--- config.mk ---
export PLATFORM = sky130hd
export DESIGN_NAME = fadd16_align_pipe
export DESIGN_NICKNAME = d
export VERILOG_FILES = /design/src/rtl/fadd16_align_pipe.sv
export SDC_FILE = /design/constraint.sdc
export NUM_CORES = 1
export LEC_CHECK = 0
export ABC_AREA = 1
export CORE_UTILIZATION = 35
export CTS_CLUSTER_SIZE = 24
export DETAILED_ROUTE_END_ITERATION = 10
export PLACE_DENSITY = 0.69
export SETUP_SLACK_MARGIN = 0.3
export SYNTH_ARGS = -nofsm -noshare
export SYNTH_HDL_FRONTEND = slang
export SYNTH_SLANG_ARGS = --single-unit
export TNS_END_PERCENT = 5
--- constraint.sdc ---
create_clock -name clk -period 8.1 [get_ports clk]
set_input_delay 0.81 -clock clk [delete_from_list [all_inputs] [get_ports clk]]
set_output_delay 0.81 -clock clk [all_outputs]
set_load 0.005 [all_outputs]
--- src/rtl/fadd16_align_pipe.sv ---
// fp16 adder alignment front end: unpack and order both operands by magnitude, then shift the smaller one and build sticky.
// Two registered stages with valid/ready flow control. rdy_o is combinational from rdy_i, so back-to-back operation is possible.
module fadd16_align_pipe #(
   parameter int TAG_W = 4
) (
   input  logic             clk,
   input  logic             rst_n,
   input  logic             vld_i,
   output logic             rdy_o,
   input  logic [15:0]      opa_i,
   input  logic [15:0]      opb_i,
   input  logic [TAG_W-1:0] tag_i,
   output logic             vld_o,
   input  logic             rdy_i,
   output logic [4:0]       exp_o,
   output logic [12:0]      sig_big_o,
   output logic [12:0]      sig_sml_o,
   output logic             sticky_o,
   output logic             sign_o,
   output logic             eff_sub_o,
   output logic             special_o,
   output logic [TAG_W-1:0] tag_o
);

   logic adv1, adv2;

   // stage 1 state
   logic             s1_vld;
   logic [4:0]       s1_exp;
   logic [12:0]      s1_sig_big;
   logic [12:0]      s1_ext_sml;
   logic [3:0]       s1_rsh;
   logic             s1_sign;
   logic             s1_eff_sub;
   logic             s1_special;
   logic [TAG_W-1:0] s1_tag;

   // stage 1 decode
   logic        swap;
   logic [14:0] mag_big, mag_sml;
   logic        hid_big, hid_sml;
   logic [4:0]  e_big, e_sml, diff;
   logic [3:0]  rsh;

   always_comb begin
      swap    = opb_i[14:0] > opa_i[14:0];
      mag_big = swap ? opb_i[14:0] : opa_i[14:0];
      mag_sml = swap ? opa_i[14:0] : opb_i[14:0];
      hid_big = |mag_big[14:10];
      hid_sml = |mag_sml[14:10];
      e_big   = hid_big ? mag_big[14:10] : 5'd1;
      e_sml   = hid_sml ? mag_sml[14:10] : 5'd1;
      diff    = e_big - e_sml;
      rsh     = (diff > 5'd15) ? 4'd15 : diff[3:0];
   end

   // stage 2 shift; lost-bit mask saturates to all ones once rsh reaches 13
   logic [12:0] mask;
   logic [12:0] sml_shifted;
   logic        sticky;

   always_comb begin
      mask = '0;
      for (int i = 0; i < 13; i++) begin
         mask[i] = 4'(i) < s1_rsh;
      end
      sml_shifted = s1_ext_sml >> s1_rsh;
      sticky      = |(s1_ext_sml & mask);
   end

   assign adv2  = ~vld_o | rdy_i;
   assign adv1  = ~s1_vld | adv2;
   assign rdy_o = adv1;

   always_ff @(posedge clk) begin
      if (!rst_n) begin
         s1_vld     <= 1'b0;
         s1_exp     <= '0;
         s1_sig_big <= '0;
         s1_ext_sml <= '0;
         s1_rsh     <= '0;
         s1_sign    <= 1'b0;
         s1_eff_sub <= 1'b0;
         s1_special <= 1'b0;
         s1_tag     <= '0;
         vld_o      <= 1'b0;
         exp_o      <= '0;
         sig_big_o  <= '0;
         sig_sml_o  <= '0;
         sticky_o   <= 1'b0;
         sign_o     <= 1'b0;
         eff_sub_o  <= 1'b0;
         special_o  <= 1'b0;
         tag_o      <= '0;
      end else begin
         if (adv1) begin
            s1_vld <= vld_i;
            if (vld_i) begin
               s1_exp     <= e_big;
               s1_sig_big <= {hid_big, mag_big[9:0], 2'b00};
               s1_ext_sml <= {hid_sml, mag_sml[9:0], 2'b00};
               s1_rsh     <= rsh;
               s1_sign    <= swap ? opb_i[15] : opa_i[15];
               s1_eff_sub <= opa_i[15] ^ opb_i[15];
               s1_special <= (&opa_i[14:10]) | (&opb_i[14:10]);
               s1_tag     <= tag_i;
            end
         end
         if (adv2) begin
            vld_o <= s1_vld;
            if (s1_vld) begin
               exp_o     <= s1_exp;
               sig_big_o <= s1_sig_big;
               sig_sml_o <= sml_shifted;
               sticky_o  <= sticky;
               sign_o    <= s1_sign;
               eff_sub_o <= s1_eff_sub;
               special_o <= s1_special;
               tag_o     <= s1_tag;
            end
         end
      end
   end

endmodule

Word level (Yosys, flattened, before mapping)
Index checks and enable logic that the tools add are counted.
- bits in registers: 77
- bits of input ports: 40
- output and inout bits: 41
- $add $sub $neg: 1
- order comparisons: 15
- shift operators: 1
- multiplexer cells: 6
- bitwise logic cells: 7
- reductions and logical operators: 7
- operators by type and width (operator ; count):
    15-bit 2-to-1 mux ; 2
    4-bit < comparator (first input constant) ; 5
    3-bit by 4-bit < comparator with 1-bit output (first input constant) ; 4
    15-bit > comparator ; 1
    13-bit bitwise AND ; 1
    13-bit OR reduction ; 1
    13-bit by 4-bit >> shifter with 13-bit output ; 1
    5-bit 2-to-1 mux ; 2
    5-bit AND reduction ; 2
    5-bit OR reduction ; 2
    1-bit by 4-bit < comparator with 1-bit output (first input constant) ; 2
    2-bit by 4-bit < comparator with 1-bit output (first input constant) ; 2
    5-bit by 4-bit > comparator with 1-bit output (second input constant) ; 1
    5-bit subtractor ; 1
    4-bit 2-to-1 mux ; 1
    2-bit AND reduction ; 2
    1-bit OR ; 3
    1-bit NOT ; 2
    1-bit 2-to-1 mux ; 1
    1-bit bitwise XOR ; 1

Depth between registers and ports, before layout
Gate-level depths: netlist (run 1).
- depth in word-level cells: 7
- gate-level depth with buffers: 24
- mapped depth without buffers: 23

Worst setup path before layout (run 1)
Ideal clock, no wire load.
- kind: input port to flip-flop
- from: input opa_i[14]
- to: register s1_rsh[0]
- setup time: 0.116 ns
- data arrival time: 3.547 ns
- setup slack: 4.437 ns
- cell stages on the path: 23
- path buffers: 1
- path through: inv_1 > ha_1 > nand2_1 > nor2_2 > inv_2 > nor2_4 > nand2_2 > nand2_4 > nand2_4 > buf_12 > nand2_1 > nand2_1 > nor2_1 > nand2_1 > and2_1 > ha_1 > fa_1 > o21ai_0 > xor2_1 > nor2_1 > nand2_1 > o211ai_1 > inv_1
- word-level cells in the longest chain between the ends: 7
- elaborated cells on any way between the ends: 10
- those cells by class: add/sub: 1; order compare: 2; mux: 5; reduce/logical: 2
- RTL lines (element ; RTL line ; source):
    start: declaration ; 10 ; input logic [15:0] opa_i,
    15-bit > comparator ; 46 ; swap = opb_i[14:0] > opa_i[14:0];
    15-bit 2-to-1 mux (on tied branches) ; 47, 48 ;
    5-bit OR reduction (on tied branches) ; 49, 50 ;
    5-bit 2-to-1 mux (on tied branches) ; 51, 52 ;
    5-bit subtractor (*) ; 53 ; diff = e_big - e_sml;
    5-bit by 4-bit > comparator with 1-bit output ; 54 ; rsh = (diff > 5'd15) ? 4'd15 : diff[3:0];
    4-bit 2-to-1 mux (*) ; 54 ;
    end signal: assignment ; 102 ; s1_rsh <= rsh;
    end: declaration ; 32 ; logic [3:0] s1_rsh;
Mark *: on every way between the ends. The rest lies on a longest branch, timed or not.
A chain may end at the register's enable or synchronous reset.

Worst setup path in the final report (run 1)
- from: input opa_i[14]
- to: register s1_rsh[1]
The elaborated chain is that of the path after synthesis.

==> results.sh, run 1 <==
export IMPL_status="complete, but fails checks"
export IMPL_violations="design-rule violations"
export IMPL_cts_buffers=9
export IMPL_hold_path_class="reg -> reg"
export IMPL_grt_pass1_wl_um=18600
export IMPL_io_buffers=78
export IMPL_hold_viol=0
export IMPL_fin_nets=722
export IMPL_max_freq_mhz=226.1
export IMPL_die_area_um2=12550
export IMPL_critPathKind="in -> reg"
export IMPL_cpMaxStageDelayCell="clkdlybuf4s50_1"
export IMPL_vias_per_cell=5.117
export IMPL_final_area_um2=5414
export IMPL_antenna_found_initial=0
export IMPL_setup_viol=0
export IMPL_cts_resized=0
export IMPL_ys_seq_area_frac=0.3639
export IMPL_fin_crit_sh=0.5460
export IMPL_peakVddDrop_v=0.0001030
export IMPL_pwr_share_seq=0.369
export IMPL_multi_input_area_um2=2181
export IMPL_fin_skew_ns=0.004472
export IMPL_drive_gt1_frac=0.06297
export IMPL_post_dp_hpwl_um=8150
export IMPL_worst_slew_pin_slew_ns=0.6647
export IMPL_placed_cell_area_um2=5050
export IMPL_ctsHtreeMaxLevel=3
export IMPL_start_util=0.3648
export IMPL_post_cts_buffers=0
export IMPL_cts_sinks=77
export IMPL_cts_tree="done"
export IMPL_drtIter0Drc=290
export IMPL_antenna_cells=0
export IMPL_clk_pin_slew_ns=0.06
export IMPL_die_w_um=112.0
export IMPL_holdWs_ns=0.4646
export IMPL_clockRootBuffer="clkbuf_16"
export IMPL_wl_per_cell_um=13.66
export IMPL_area_growth_pct=27.79
export IMPL_num_vias=4145
export IMPL_clkLatencyLatePin_ns=0.33
export IMPL_track_usage=0.1832
export IMPL_crit_chain="clkdlybuf4s50_1, inv_1, ha_1, nand2_1, nor2_2, inv_2, nor2_4, nand4_4, nand2_4, nand2_1, o21ai_1, inv_1, a21o_1, ha_1, fa_1, o21ai_0, xor2_1, nor2_1, nand2_1, o211ai_1, inv_1"
export IMPL_synth_cells=599
export IMPL_cp_start_kind="primary input"
export IMPL_synth_seq_cells=77
export IMPL_p_int_mw=0.8504
export IMPL_drc_errors=9
export IMPL_ctsHoldBuffers=0
export IMPL_worst_ep_arrival_time_ns=4.65
export IMPL_rsz0062_at_grt="no"
export IMPL_dieHeight_um=112.0
export IMPL_grt_max_degree=61
export IMPL_leakage_nw=2.461
export IMPL_gp_congestion=0.8948
export IMPL_tns_ns=0
export IMPL_synth_area_um2=4237
export IMPL_wirelength_um=11070
export IMPL_slew_headroom=0.5563
export IMPL_fillers=1184
export IMPL_rows=39
export IMPL_clockBufferDepth=2
export IMPL_drtAntennaViolNets=0
export IMPL_required_ns=8.33
export IMPL_dr_pass1_iters=9
export IMPL_switchingPower_mw=0.3329
export IMPL_yosys_warnings=0
export IMPL_core_um2=11610
export IMPL_power_frac_comb=0.218
export IMPL_cp_end_kind="flop"
export IMPL_slew_violations=0
export IMPL_p_sw_frac=0.2813
export IMPL_cpPeakStageDelay_ns=0.50
export IMPL_grt_overflow=0
export IMPL_power_density_nw_per_um2=218.6
export IMPL_grt_pass1_vias=3944
export IMPL_avgSynthCellArea_um2=7.073
export IMPL_maxCapViolations=0
export IMPL_seqCellArea_um2=1541
export IMPL_yosysUniqueCellTypes=42
export IMPL_cp_max_fo=35
export IMPL_ios=81
export IMPL_min_period_ns=4.422
export IMPL_power_share_clock=0.413
==> Yosys cell counts (all sizes together) <==
master | instances | area (µm²)
nand2 | 109 | 434.2
inv | 88 | 330.3
nor2 | 84 | 327.8
dfxtp | 77 | 1541
o21ai | 68 | 340.3
o211ai | 38 | 285.3
a21oi | 35 | 209.0
clkbuf | 19 | 71.32
ha | 19 | 237.7
nand3 | 18 | 90.09
buf | 12 | 108.9
a221oi | 4 | 35.03
a31oi | 4 | 25.02
nand4 | 4 | 40.04
xor2 | 3 | 26.28
a22oi | 2 | 15.01
clkinv | 2 | 7.510
mux2i | 2 | 20.02
a211oi | 1 | 7.510
a21o | 1 | 7.510
a31o | 1 | 8.760
a41oi | 1 | 8.760
and2 | 1 | 6.260
conb | 1 | 3.750
fa | 1 | 20.02
nor3 | 1 | 5.000
o2111ai | 1 | 8.760
o22ai | 1 | 6.260
xnor2 | 1 | 8.760
==> layout make-up <==
type	count	share of cell area
repair buffers	82	0.1498
clock buffers	10	0.04229
clock inverters	6	0.02496
multi-input cells	402	0.4028
well taps	143	0.03305
inverters	90	0.06240
flip-flops and latches	77	0.2847
==> layer usage <==
metal	wire length [µm]	global-route usage
met5	0	0
met4	351	0.1076
met3	651	0.02430
met2	4959	0.2890
met1	5103	0.2406
==> worst paths after layout <==
check                      from            end  slack [ns]  depth (start not counted)
setup reg to reg          vld_o  s1_sig_big[6]        5.95                          7
hold reg to reg   sig_sml_o[10]  sig_sml_o[10]        0.46                          2
setup / recovery      opa_i[14]      s1_rsh[1]        3.68                         21
hold / removal    sig_sml_o[10]  sig_sml_o[10]        0.46                          2
==> power groups by stage <==
| stage | clock network, mW | registers [mW] | logic, mW |
|---|---|---|---|
| 6_report | 0.489 | 0.437 | 0.258 |
| 5_1_grt | 0.514 | 0.441 | 0.291 |
| 4_1_cts | 0.496 | 0.436 | 0.257 |
| 3_5_place_dp | 0 | 0.444 | 0.255 |
| 3_3_place_gp | 0 | 0.444 | 0.249 |
| 2_1_floorplan | 0 | 0.435 | 0.177 |
==> critical path: cells and delay by family <==
kind	cells	cell delay, ns
simple gates	8	1.31
fa+ha+maj	3	0.95
buf+inv	5	0.79
compound gates	4	0.68
xor+xnor	1	0.10
==> kinds of logic (layout without fill, tap and decap cells) <==
kind of cell               after synthesis  after routing  share of synthesized area
adders and majority gates               20             20                    0.06084
xor gates and xnor gates                 4              4                   0.008271
and+or+nand+nor                        217            217                     0.2132
AOI/OAI and AO/OA                      157            157                     0.2259
buffers and inverters                  121            188                     0.1223
other                                    1              2                  0.0008852
DFF                                     77             77                     0.3639
muxes                                    2              2                   0.004726
==> sequential cells by signal (all words and copies together), names as in the netlist <==
signal      cells
eff_sub_o       1
exp_o           5
s1_eff_sub      1
s1_exp          5
s1_ext_sml     11
s1_rsh          4
s1_sig_big     11
s1_sign         1
s1_special      1
s1_tag          4
s1_vld          1
sig_big_o      11
sig_sml_o      13
sign_o          1
special_o       1
sticky_o        1
tag_o           4
vld_o           1
==> through the flow <==
| stage | instances | util | power (mW) | setup slack (ns) |
|---|---|---|---|---|
| after floorplan | 600 | - | 0.6113 | 4.437 |
| after global placement | 794 | 0.4348 | 0.6932 | 3.520 |
| after detailed placement | 794 | 0.4348 | 0.6997 | 3.325 |
| after CTS | 810 | 0.4662 | 1.189 | 3.683 |
| after global routing | 810 | 0.4662 | 1.247 | 3.294 |
| final | 810 | 0.4662 | 1.183 | 3.678 |
==> cell usage in the layout (no fill, tap or decap), drive strengths merged <==
master / n
o21ai: 68
xor2: 3
o2111ai: 1
a31o: 1
nand3: 18
nor2: 84
mux2i: 2
a21o: 1
nand4: 4
clkinv: 2
clkinvlp: 2
a21oi: 35
buf: 4
a221oi: 4
bufinv: 4
clkdlybuf4s50: 78
nor3: 1
a31oi: 4
a211oi: 1
o211ai: 38
a41oi: 1
inv: 88
conb: 2
and2: 1
o22ai: 1
fa: 1
dfxtp: 77
nand2: 109
a22oi: 2
ha: 19
clkbuf: 10
xnor2: 1
Power figures use the tool's default switching activity.
==> run 2: changes to the inputs <==
Settings changed: PLACE_DENSITY 0.69 to 0.71.
Clock period 8.1 ns to 3.6 ns, I/O delays scaled along.
==> run 2 against run 1 <==
Effect of this change:
- the run still ends with design-rule violations left
- flip-flop and latch count unchanged
- design area is 13% higher
- clock skew increased by 0.0042 ns
- clock power is 91% higher
- non-clock buffer count increased by 55
- global-route usage up 0.53 points
- critical path depth is 2 higher
- combinational power rose to 2.8 times the previous value
- largest cell class unchanged
==> results.sh, run 2 (synthesized netlist as in run 1, its figures left out) <==
export IMPL_drtAntennaViolNets=0
export IMPL_dieHeight_um=112.0
export IMPL_power_density_nw_per_um2=429.7
export IMPL_grt_overflow=0
export IMPL_setup_viol=0
export IMPL_ios=81
export IMPL_setup_ws_ns=0.5046
export IMPL_min_period_ns=3.095
export IMPL_final_area_um2=6115
export IMPL_post_dp_hpwl_um=8673
export IMPL_p_total_mw=2.628
export IMPL_wirelength_um=12070
export IMPL_max_freq_mhz=323.1
export IMPL_slew_headroom=0.5646
export IMPL_clockRootBuffer="clkbuf_16"
export IMPL_start_util=0.3648
export IMPL_hold_path_class="reg -> reg"
export IMPL_die_area_um2=12550
export IMPL_cts_buffers=9
export IMPL_required_ns=3.81
export IMPL_drc_errors=8
export IMPL_track_usage=0.1884
export IMPL_cp_start_kind="primary input"
export IMPL_vias_per_cell=5.035
export IMPL_worst_slew_pin_slew_ns=0.6522
export IMPL_clkLatencyLatePin_ns=0.33
export IMPL_dp_slack_ns=-0.3411
export IMPL_tns_ns=0
export IMPL_dr_pass1_iters=8
export IMPL_peakVddDrop_v=0.0002221
export IMPL_largest_register_ffs=13
export IMPL_antenna_cells=0
export IMPL_fin_nets=779
export IMPL_maxCapViolations=0
export IMPL_io_buffers=78
export IMPL_ctsHoldBuffers=0
export IMPL_critPathKind="in -> reg"
export IMPL_fin_skew_ns=0.008628
export IMPL_die_w_um=112.0
export IMPL_hold_viol=0
export IMPL_grt_pass1_wl_um=19310
export IMPL_wl_per_cell_um=13.93
export IMPL_layout_common_cells="92 x nand2_1, 79 x nor2_1, 77 x dfxtp_1"
export IMPL_drive_gt1_frac=0.2061
export IMPL_cp_max_fo=8
export IMPL_ctsHtreeMaxLevel=3
export IMPL_area_growth_pct=44.33
export IMPL_rows=39
export IMPL_holdWs_ns=0.4578
export IMPL_worst_ep_arrival_time_ns=3.30
export IMPL_status="complete, but fails checks"
export IMPL_cp_end_kind="flop"
export IMPL_regMostFlops="sig_sml_o"
export IMPL_core_um2=11610
export IMPL_grt_max_degree=60
export IMPL_grt_pass1_vias=4024
export IMPL_antenna_found_initial=0
export IMPL_layout_commonest_cell="nand2_1"
export IMPL_leakage_nw=2.994
export IMPL_clockBufferDepth=2
export IMPL_slew_violations=0
export IMPL_clk_pin_slew_ns=0.05
export IMPL_rsz0062_at_grt="no"
export IMPL_cts_tree="done"
export IMPL_placed_cell_area_um2=5390
export IMPL_num_vias=4360
export IMPL_drtIter0Drc=320
export IMPL_fin_crit_sh=0.8598
export IMPL_violations="design-rule violations"
export IMPL_gp_congestion=0.9974
export IMPL_cts_sinks=77
-- run 2: cell types whose count changed in the layout (fill, tap and decap cells not counted), moves of 15 or more --
| cell | previous run | this run |
|---|---|---|
| dlymetal6s2s_1 | 0 | 30 |
| buf_4 | 4 | 58 |
| inv_2 | 3 | 18 |
| inv_1 | 85 | 70 |
| clkdlybuf4s50_1 | 78 | 47 |
-- run 2: path summary, 6_finish.rpt --
check,end,depth (start not counted),slack (ns),startpoint
worst max register to register,sticky_o,8,1.61,s1_rsh[2]
worst max-delay path,s1_rsh[1],23,0.50,opa_i[10]
worst min register to register,exp_o[0],2,0.46,s1_exp[0]
worst min-delay path,exp_o[0],2,0.46,s1_exp[0]
-- run 2: stage by stage --
step | std cells | utilization
finish | 866 | 0.5265
global route | 866 | 0.5265
CTS | 858 | 0.4966
detailed placement | 840 | 0.4641
global placement | 840 | 0.4641
floorplan | 600 | -
-- run 2: layout make-up --
class / instances / area [µm²]
Timing Repair Buffer: 137 / 1297
Sequential cell: 77 / 1541
Clock buffer: 11 / 232.7
Multi-Input combinational cell: 404 / 2452
Clock inverter: 4 / 73.82
Inverter: 90 / 337.8
Fill cell: 1091 / 5499
Tap cell: 143 / 178.9
-- run 2: timing repair --
| item | 4_1_cts | 5_1_grt |
|---|---|---|
| pin swaps | 5 | 35 |
| buffers inserted | 3 | 6 |
| gates cloned | 0 | 2 |
| resized for setup | 10 | 78 |
| endpoints found under the setup margin | 4 | 4 |
| hold endpoints to repair | 0 | 0 |
-- run 2: metal layers --
layer | GRT usage | wire length [µm]
met5 | 0 | 0
met1 | 0.2621 | 5527
met4 | 0.06311 | 236
met3 | 0.02970 | 776
met2 | 0.2977 | 5524
-- run 2: power by group --
part / total [mW] / switching [mW] / leakage (nW) / internal [mW]
combinational: 0.711 / 0.387 / 2.21 / 0.324
clock: 0.933 / 0.329 / 0.150 / 0.603
sequential: 0.984 / 0.0610 / 0.636 / 0.923
-- run 2: critical path: stages --
cell and delay, ns:
dlymetal6s2s_1 0.13, inv_1 0.09, ha_1 0.29, nand2_1 0.08, inv_2 0.05, nand2_1 0.06, nand2_1 0.06, a21oi_2 0.19
nand2_4 0.14, buf_6 0.15, nand3_1 0.09, nand2_1 0.09, inv_2 0.05, nor2_2 0.04, a21o_1 0.20, ha_4 0.17
fa_2 0.37, o21ai_2 0.16, xor2_1 0.09, nor2_2 0.21, nand2_1 0.08, o211ai_1 0.09, inv_1 0.07
